<file path="src/rtl/activation_unit.sv">
// Multi-mode activation stage: snapshots a vector on start, transforms LANES elements per beat, commits all at once.
// Optional leaky-ReLU datapath is built only when ACTIVATION_LEAKY_EN is defined; otherwise mode 01 acts as ReLU.
module activation_unit #(
  parameter int FP_TOTAL_BITS = 16,
  parameter int FP_FRAC_BITS  = 8,
  parameter int NUM_CLASSES   = 4,
  parameter int LANES         = 1,
  parameter int LEAK_SHIFT    = 3,
  parameter int CLIP_INT      = 6
) (
  input  logic                                         clk,
  input  logic                                         reset,
  input  logic                                         start,
  input  logic [1:0]                                   mode,
  input  logic [NUM_CLASSES-1:0][FP_TOTAL_BITS-1:0]    input_vector,
  output logic                                         busy,
  output logic                                         done,
  output logic [NUM_CLASSES-1:0][FP_TOTAL_BITS-1:0]    act_out
);

  localparam int W      = FP_TOTAL_BITS;
  localparam int N      = NUM_CLASSES / LANES;
  localparam int BEAT_W = (N > 1) ? $clog2(N) : 1;
  localparam logic [BEAT_W-1:0] LAST_BEAT = BEAT_W'(N - 1);

  localparam longint CEIL_RAW = longint'(CLIP_INT) << FP_FRAC_BITS;
  localparam longint MAX_POS  = (longint'(1) << (W - 1)) - 1;
  localparam logic signed [W-1:0] CLIP_CEIL = W'((CEIL_RAW > MAX_POS) ? MAX_POS : CEIL_RAW);

  if (NUM_CLASSES % LANES != 0) begin : g_bad_lanes
    $error("activation_unit: LANES must divide NUM_CLASSES");
  end
  if (LEAK_SHIFT < 1 || LEAK_SHIFT > W - 1) begin : g_bad_leak
    $error("activation_unit: LEAK_SHIFT out of range");
  end

  typedef enum logic {S_IDLE, S_RUN} state_t;

  state_t                         r_state, w_state_next;
  logic                           w_accept, w_last;
  logic [BEAT_W-1:0]              r_beat;
  logic [1:0]                     r_mode;
  logic [NUM_CLASSES-1:0][W-1:0]  r_snap, r_shadow, r_act, w_shadow_next;
  logic                           r_done;

  function automatic logic [W-1:0] act_fn(input logic [W-1:0] x, input logic [1:0] m);
    logic sign;
    sign = x[W-1];
    case (m)
      2'b00:   return sign ? '0 : x;
`ifdef ACTIVATION_LEAKY_EN
      2'b01:   return sign ? W'($signed(x) >>> LEAK_SHIFT) : x;
`else
      2'b01:   return sign ? '0 : x;
`endif
      2'b10:   return sign ? '0 : (($signed(x) > CLIP_CEIL) ? CLIP_CEIL : x);
      default: return x;
    endcase
  endfunction

  always_ff @(posedge clk) begin
    if (reset) r_state <= S_IDLE;
    else       r_state <= w_state_next;
  end

  // NOTE: every signal gets a default before the case so no path leaves it unassigned and infers a latch.
  always_comb begin
    w_state_next = r_state;
    w_accept     = 1'b0;
    w_last       = 1'b0;
    case (r_state)
      S_IDLE: if (start) begin
        w_state_next = S_RUN;
        w_accept     = 1'b1;
      end
      S_RUN: if (r_beat == LAST_BEAT) begin
        w_state_next = S_IDLE;
        w_last       = 1'b1;
      end
      default: w_state_next = S_IDLE;
    endcase
  end

  // Current lane group overlaid on the shadow, so the final group reaches act_out on the commit edge.
  always_comb begin
    w_shadow_next = r_shadow;
    for (int l = 0; l < LANES; l++) begin
      w_shadow_next[int'(r_beat) * LANES + l] = act_fn(r_snap[int'(r_beat) * LANES + l], r_mode);
    end
  end

  // NOTE: the shadow and snapshot arrays are reset because an abort must leave no stale results behind.
  always_ff @(posedge clk) begin
    if (reset) begin
      r_beat   <= '0;
      r_mode   <= 2'b00;
      r_snap   <= '0;
      r_shadow <= '0;
      r_act    <= '0;
      r_done   <= 1'b0;
    end else begin
      // NOTE: non-blocking assignments so every register here samples pre-edge values.
      r_done <= w_last;
      if (w_accept) begin
        r_snap <= input_vector;
        r_mode <= mode;
        r_beat <= '0;
      end
      if (r_state == S_RUN) begin
        r_shadow <= w_shadow_next;
        r_beat   <= r_beat + BEAT_W'(1);
        if (w_last) r_act <= w_shadow_next;
      end
    end
  end

  assign busy    = (r_state == S_RUN);
  assign done    = r_done;
  assign act_out = r_act;

endmodule

</file>
<file path="config.mk">
export PLATFORM = sky130hd
export DESIGN_NAME = activation_unit
export DESIGN_NICKNAME = d
export VERILOG_FILES = /design/src/rtl/activation_unit.sv
export SDC_FILE = /design/constraint.sdc
export NUM_CORES = 1
export LEC_CHECK = 0
export ABC_AREA = 1
export CORE_MARGIN = 2
export CORE_UTILIZATION = 48
export CTS_CLUSTER_SIZE = 14
export DETAILED_ROUTE_END_ITERATION = 8
export PLACE_DENSITY_LB_ADDON = 0.05
export REMOVE_ABC_BUFFERS = 1
export SLEW_MARGIN = 30
export SYNTH_ARGS = -nofsm -noshare
export SYNTH_HDL_FRONTEND = slang
export SYNTH_SLANG_ARGS = --single-unit
export TNS_END_PERCENT = 20
</file>
<file path="constraint.sdc">
create_clock -name clk -period 2 [get_ports clk]
set_clock_uncertainty 0.2 [all_clocks]
set_input_delay 0.5 -clock clk [delete_from_list [all_inputs] [get_ports clk]]
set_output_delay 0.5 -clock clk [all_outputs]
set_load 0.01 [all_outputs]
</file>
==> qor.yml, run 1 <==
pwr:
  peakVddDrop_mv: 0.684
  power_density_mw_per_mm2: 827
  power_w: 0.00885
  p_leak_nw: 5.20
floorplan:
  rows: 46
  die_h_um: 132
  io_pins: 135
  core_mm2: 0.0159
  dieWidth_um: 132
  die_area_mm2: 0.0173
  start_util_pct: 49.3
timing:
  slew_headroom_pct: 73.9
  setup_viol: 74
  fin_tns_setup_ns: -4.13
  period_needed_ns: 2.13
  tightest_slew_ns: 0.392
  worst_slack_ns: -0.126
  fmaxAchievable_mhz: 470
  hold_violations: 0
  rsz0062_at_grt: "true"
  drv_slew: 0
  finalCritPeriodShare_pct: 106
synth:
  yosys.area.top_type_share_pct: 46.6
  yosysTopAreaCell: "dfxtp_1"
  ys_seq_area_share_pct: 46.6
  syn_area_mm2: 0.00782
  synth-seq-cells: 182
  ys_top_cells_by_area: "dfxtp_1 (47%), nand2_1 (16%), nor2_1 (9.2%)"
  ys.flop_type: "dfxtp_1"
  synth-edff-count: 0
  ys_warn_count: 0
  syn_avg_cell_area_um2: 6.99
  synth_cell_types: 27
  netlist_instances: 1120
  ys_async_sr_fraction_pct: 0
finish:
  n_antenna_cell: 0
  drive_gt1_share_pct: 13.9
  fin_util_pct: 67.4
  final_nets: 1354
  areaGrowthSynthToFinish_pct: 36.8
  design_area_mm2: 0.0107
  final_common_cell: "nand2_1"
  mostFrequentLayoutCells: "nand2_1 (308), nor2_1 (187), dfxtp_1 (179), o21ai_0 (105), nand3_1 (75)"
global_routing:
  antenna_found_initial: 0
  track_usage_pct: 22.7
  grt_pass1_wl_um: 32400
  grt_overflow: 0
  grt_max_degree: 97
  grt_pass1_vias: 6782
clocking:
  clock_sinks: 182
  clk_latency_ns: 0.43
  cts-root-buf: "clkbuf_16"
  htreeDepth: 4
  hold_buffers: 0
  clk_pin_slew_ns: 0.07
  clockBufferDepth: 2
  cts_inserted_buffers: 17
  tritoncts: "yes"
placement:
  pre_cts_ws_ns: -0.257
  placed_cell_area_mm2: 0.00979
  place_hpwl_um: 12900
  place_congestion: 0.803
  port_buffers: 134
worst_setup_path:
  worstSetupPathType: "flop to flop"
  r2r_slack_ns: -0.13
  crit_fanout: 8
  reg2reg_depth: 15
  worstSetupStartpointType: "flop"
  cp-end-kind: "flop"
  timing.rr.end: "r_shadow[38]"
  arrival_ns: 2.26
  crit_required_ns: 2.13
  r2r_start: "r_beat[0]"
run:
  maxCapViolCount: 0
worst_hold_path:
  hold_path.class: "flop to flop"
  holdPathEnd: "act_out[17]"
  hp-start: "act_out[17]"
  min_path_cells: 2
drt:
  vias_per_cell: 4.97
  route.detailed.drc: 0
  routed_wl_um: 19600
  wire_per_inst_um: 13.0
  ant_nets: 0
  drt_pass1_iterations: 5
  first_iter_violations: 527
  num_vias: 7504
outcome:
  failed_checks: "negative setup slack"
  status: "complete, but fails checks"
through the flow:
| step | hold slack (ns) | cells |
|---|---|---|
| after global routing | 0.265 | 1510 |
| after CTS | 0.251 | 1510 |
| final | 0.246 | 1510 |
| after global placement | 0.236 | 1456 |
| after detailed placement | 0.239 | 1456 |
| after floorplan | 0.244 | 1044 |
logic make-up (layout without fill, tap and decap cells):
logic type               after synthesis  in the layout  share of synthesized area, %
AO/OA/AOI/OAI                        155            155                          10.1
adder cells (fa/ha/maj)                4              4                         0.640
buffers and inverters                139            313                          7.96
flip-flops                           182            182                          46.6
AND/OR/NAND/NOR                      640            640                          34.8
worst max path at each step:
stage | from | end | slack, ns | cells after the start
floorplan | busy | act_out[11] | -2.51 | 4
global placement | r_beat[0] | r_shadow[25] | -0.23 | 15
detailed placement | r_beat[0] | r_shadow[10] | -0.26 | 15
CTS | r_beat[0] | r_shadow[38] | -0.14 | 14
global route | r_beat[0] | act_out[38] | -0.28 | 17
finish | r_beat[0] | r_shadow[38] | -0.13 | 15
area by class of cell:
cell class	count	area [µm²]
multi-input combinational	799	3680
tap	216	270
clock buffer	19	443
inverter	63	250
clock inverter	13	146
fill	1439	5180
timing repair buffer	218	2260
sequential	182	3650
registers in the layout, indices dropped and copies added, names as in the netlist:
register,count
act_out,64
r_snap,64
r_shadow,48
r_mode,2
done,1
r_beat,2
busy,1
where the power goes:
group	leakage, nW	internal [W]	switching [W]
Sequential	1.49	0.00382	0.000111
Combinational	3.43	0.000720	0.000861
Clock	0.273	0.00189	0.00145
Total	5.20	0.00642	0.00242
Yosys cell counts, drive strengths merged (21+ instances only):
master / n
clkbuf: 50
inv: 59
dfxtp: 182
o21ai: 129
nand3: 82
nor2: 193
a21oi: 21
buf: 26
nand4: 39
nand2: 325
routing by layer:
| layer | vias up | GRT usage (%) | share of wire, % |
|---|---|---|---|
| met5 | - | 0 | 0 |
| met4 | 0 | 8.27 | 1.8 |
| met3 | 31 | 4.40 | 4.8 |
| met2 | 204 | 36.1 | 46 |
| met1 | 3365 | 30.7 | 47 |
| li1 | 3904 | - | - |
critical path, stage by stage (launching register included):
cell and delay (ns):
dfxtp_4 0.38, inv_8 0.12, buf_4 0.12, nand2_1 0.05, nand3_1 0.08, nand2_1 0.11, inv_2 0.08, nor2_1 0.05
a21oi_2 0.18, nand2_4 0.12, buf_12 0.15, buf_16 0.13, nand4_1 0.08, nand3_1 0.08, nand2_1 0.07, inv_1 0.03
what timing repair did:
| action | 4_1_cts | 5_1_grt |
|---|---|---|
| setup endpoints to repair | 148 | 94 |
| resized for setup | 114 | 19 |
| cloned | 5 | 0 |
| buffers inserted | 18 | 1 |
| pin swaps | 4 | 9 |
No activity file was read; power rests on OpenSTA's default activity.
==> run 2: changes to the inputs <==
--- a/config.mk
+++ b/config.mk
@@ -6,8 +6,9 @@
 export NUM_CORES = 1
 export LEC_CHECK = 0
 export ABC_AREA = 1
+export CORE_ASPECT_RATIO = 2
 export CORE_MARGIN = 2
-export CORE_UTILIZATION = 48
+export CORE_UTILIZATION = 53
 export CTS_CLUSTER_SIZE = 14
 export DETAILED_ROUTE_END_ITERATION = 8
 export PLACE_DENSITY_LB_ADDON = 0.05
==> constraint.sdc (replaced) <==
create_clock -name clk -period 2.3 [get_ports clk]
set_clock_uncertainty 0.2 [all_clocks]
set_input_delay 0.575 -clock clk [delete_from_list [all_inputs] [get_ports clk]]
set_output_delay 0.575 -clock clk [all_outputs]
set_load 0.01 [all_outputs]
==> qor.yml, run 2 (same netlist as run 1, synthesis figures left out) <==
outcome:
  status: "complete, no violations"
pwr:
  peakVddDrop_mv: 0.563  # -18%
  power_density_mw_per_mm2: 729  # -12%
  switchingPower_w: 0.00206  # -15%
  netSwitchingFraction_pct: 27.5  # +0.082 points
  p_leak_nw: 4.64  # -11%
  power_frac_seq_pct: 45.5  # +1.1 points
  clockPowerShare_pct: 38.1  # +0.4 points
  p_int_w: 0.00543  # -15%
  p_comb_share_pct: 16.4  # -1.5 points
clocking:
  hold_buffers: 0  # unchanged
  cts_inserted_buffers: 17  # unchanged
  clockBufferDepth: 2  # unchanged
  clock_sinks: 182  # unchanged
  clk_pin_slew_ns: 0.07  # about the same
  tritoncts: "yes"
  cts-root-buf: "clkbuf_16"
  clk_latency_ns: 0.42  # about the same
  htreeDepth: 4  # unchanged
floorplan:
  dieWidth_um: 89.9  # -32%
  start_util_pct: 54.2  # +5.0 points
  rows: 62  # +35%
  die_h_um: 176  # +34%
  core_mm2: 0.0144  # -9.2%
  io_pins: 135  # unchanged
  die_area_mm2: 0.0158  # -8.8%
timing:
  period_needed_ns: 2.26  # +0.134 ns
  fmaxAchievable_mhz: 442  # -5.9%
  tightest_slew_ns: 0.813  # +0.421 ns
  finalCritPeriodShare_pct: 98.3  # -8.1 points
  drv_slew: 0  # unchanged
  setup_viol: 0  # -100%
  worst_slack_ns: 0.0398  # +0.166 ns
  hold_violations: 0  # unchanged
  slew_headroom_pct: 45.8  # -28 points
worst_setup_path:
  arrival_ns: 2.38  # +0.12 ns
  crit_required_ns: 2.42  # +0.29 ns
  crit_fanout: 8  # unchanged
  worstSetupPathType: "flop to flop"
  cp-end-kind: "flop"
  worstSetupStartpointType: "flop"
global_routing:
  track_usage_pct: 24.4  # +1.7 points
  antenna_found_initial: 0  # unchanged
  grt_overflow: 0  # unchanged
  grt_max_degree: 85  # -12%
  grt_pass1_vias: 6779  # -0.044%
  grt_pass1_wl_um: 31700  # -2.2%
drt:
  route.detailed.drc: 0  # unchanged
  num_vias: 7504  # unchanged
  wire_per_inst_um: 13.6  # +5.0%
  drt_pass1_iterations: 5  # unchanged
  ant_nets: 0  # unchanged
  first_iter_violations: 436  # -17%
  routed_wl_um: 19800  # +0.69%
  vias_per_cell: 5.18  # +4.3%
finish:
  fin_util_pct: 71.2  # +3.8 points
  final_common_cell: "nand2_1"
  n_antenna_cell: 0  # unchanged
  final_cells: 1448  # -4.1%
  n_fill_cell: 1279  # -11%
  drive_gt1_share_pct: 9.95  # -4.0 points
  areaGrowthSynthToFinish_pct: 31.3
  mostFrequentLayoutCells: "nand2_1 (315), nor2_1 (188), dfxtp_1 (180), clkdlybuf4s50_1 (134), o21ai_0 (118)"
  final_nets: 1317  # -2.7%
placement:
  pre_cts_ws_ns: -0.0834  # +0.174 ns
  place_hpwl_um: 13500  # +4.5%
  place_congestion: 0.801  # -0.27%
  port_buffers: 134  # unchanged
  place_inst: 1406  # -3.4%
run:
  maxCapViolCount: 0  # unchanged
worst_hold_path:
  hold_path.class: "flop to flop"
## run 2: changes by cell type in the layout (fill, tap and decap cells not counted), moves of 4 or more
cell and change:
o21ai_2 -4, buf_4 -28, nand2_1 +7, clkdlybuf4s50_1 +65
o21ai_0 +13, nand2_2 -4, dlygate4sd2_1 -65, buf_12 -8
o21ai_1 -9
## run 2: worst paths after layout
| path | end | from | cells after the start | slack, ns |
|---|---|---|---|---|
| max | r_shadow[33] | r_beat[0] | 15 | 0.04 |
| min | act_out[1] | act_out[1] | 2 | 0.25 |
| max reg2reg | r_shadow[33] | r_beat[0] | 15 | 0.04 |
| min reg2reg | act_out[1] | act_out[1] | 2 | 0.25 |
## run 2: layer usage
metal  track usage (%)  vias to the layer above  wire [µm]  part of all wire (%)
li1                  -                     3829          -                     -
met2              47.1                      215      10700                    54
met4              8.85                        0        621                   3.1
met1              27.1                     3412       7680                    39
met5                 0                        -          0                     0
met3              3.05                       48        710                   3.6
## run 2: layout make-up
type	instances	area [µm²]	share of cell area [%]
Clock inverter	13	145	1.41
Clock buffer	18	429	4.18
Timing Repair Buffer	179	1880	18.3
Multi-Input combinational cell	800	3650	35.5
Tap cell	192	240	2.34
Timing Repair inverter	1	16.3	0.158
Sequential cell	182	3650	35.5
Inverter	63	265	2.58
## run 2: power by group through the flow
| stage | Sequential [W] | Combinational (W) | Clock [W] |
|---|---|---|---|
| after floorplan | 0.00349 | 0.000658 | 0 |
| after global placement | 0.00347 | 0.00112 | 0 |
| after detailed placement | 0.00348 | 0.00113 | 0 |
| after CTS | 0.00341 | 0.00115 | 0.00289 |
| after global routing | 0.00343 | 0.00136 | 0.00303 |
| final | 0.00341 | 0.00123 | 0.00286 |
## run 2: per-stage QoR
stage	cell area, µm²	total power (W)	hold slack (ns)	TNS, ns
floorplan	7440	0.00414	0.244	-286.65
global placement	9460	0.00459	0.236	-0.0584
detailed placement	9460	0.00461	0.241	-1.19
CTS	10100	0.00745	0.255	0
global route	10300	0.00782	0.267	-0.729
finish	10300	0.00749	0.250	0
## run 2: repair_timing
| action | CTS | global route |
|---|---|---|
| buffers inserted | 1 | 7 |
| pin swaps | 2 | 6 |
| setup endpoints to repair | 48 | 65 |
| resized for setup | 7 | 31 |
| cloned | 1 | 2 |
## run 2: worst max-delay path, cell delays in order (launching register included)
cell	delay [ns]
dfxtp_4	0.36
buf_12	0.16
buf_4	0.14
nand2_1	0.06
nand3_1	0.09
nand2_2	0.09
nand2_2	0.08
nor2_1	0.05
a21oi_2	0.16
buf_4	0.16
nand2_8	0.09
buf_12	0.16
nand4_1	0.10
nand3_1	0.09
nand2_1	0.12
inv_1	0.04
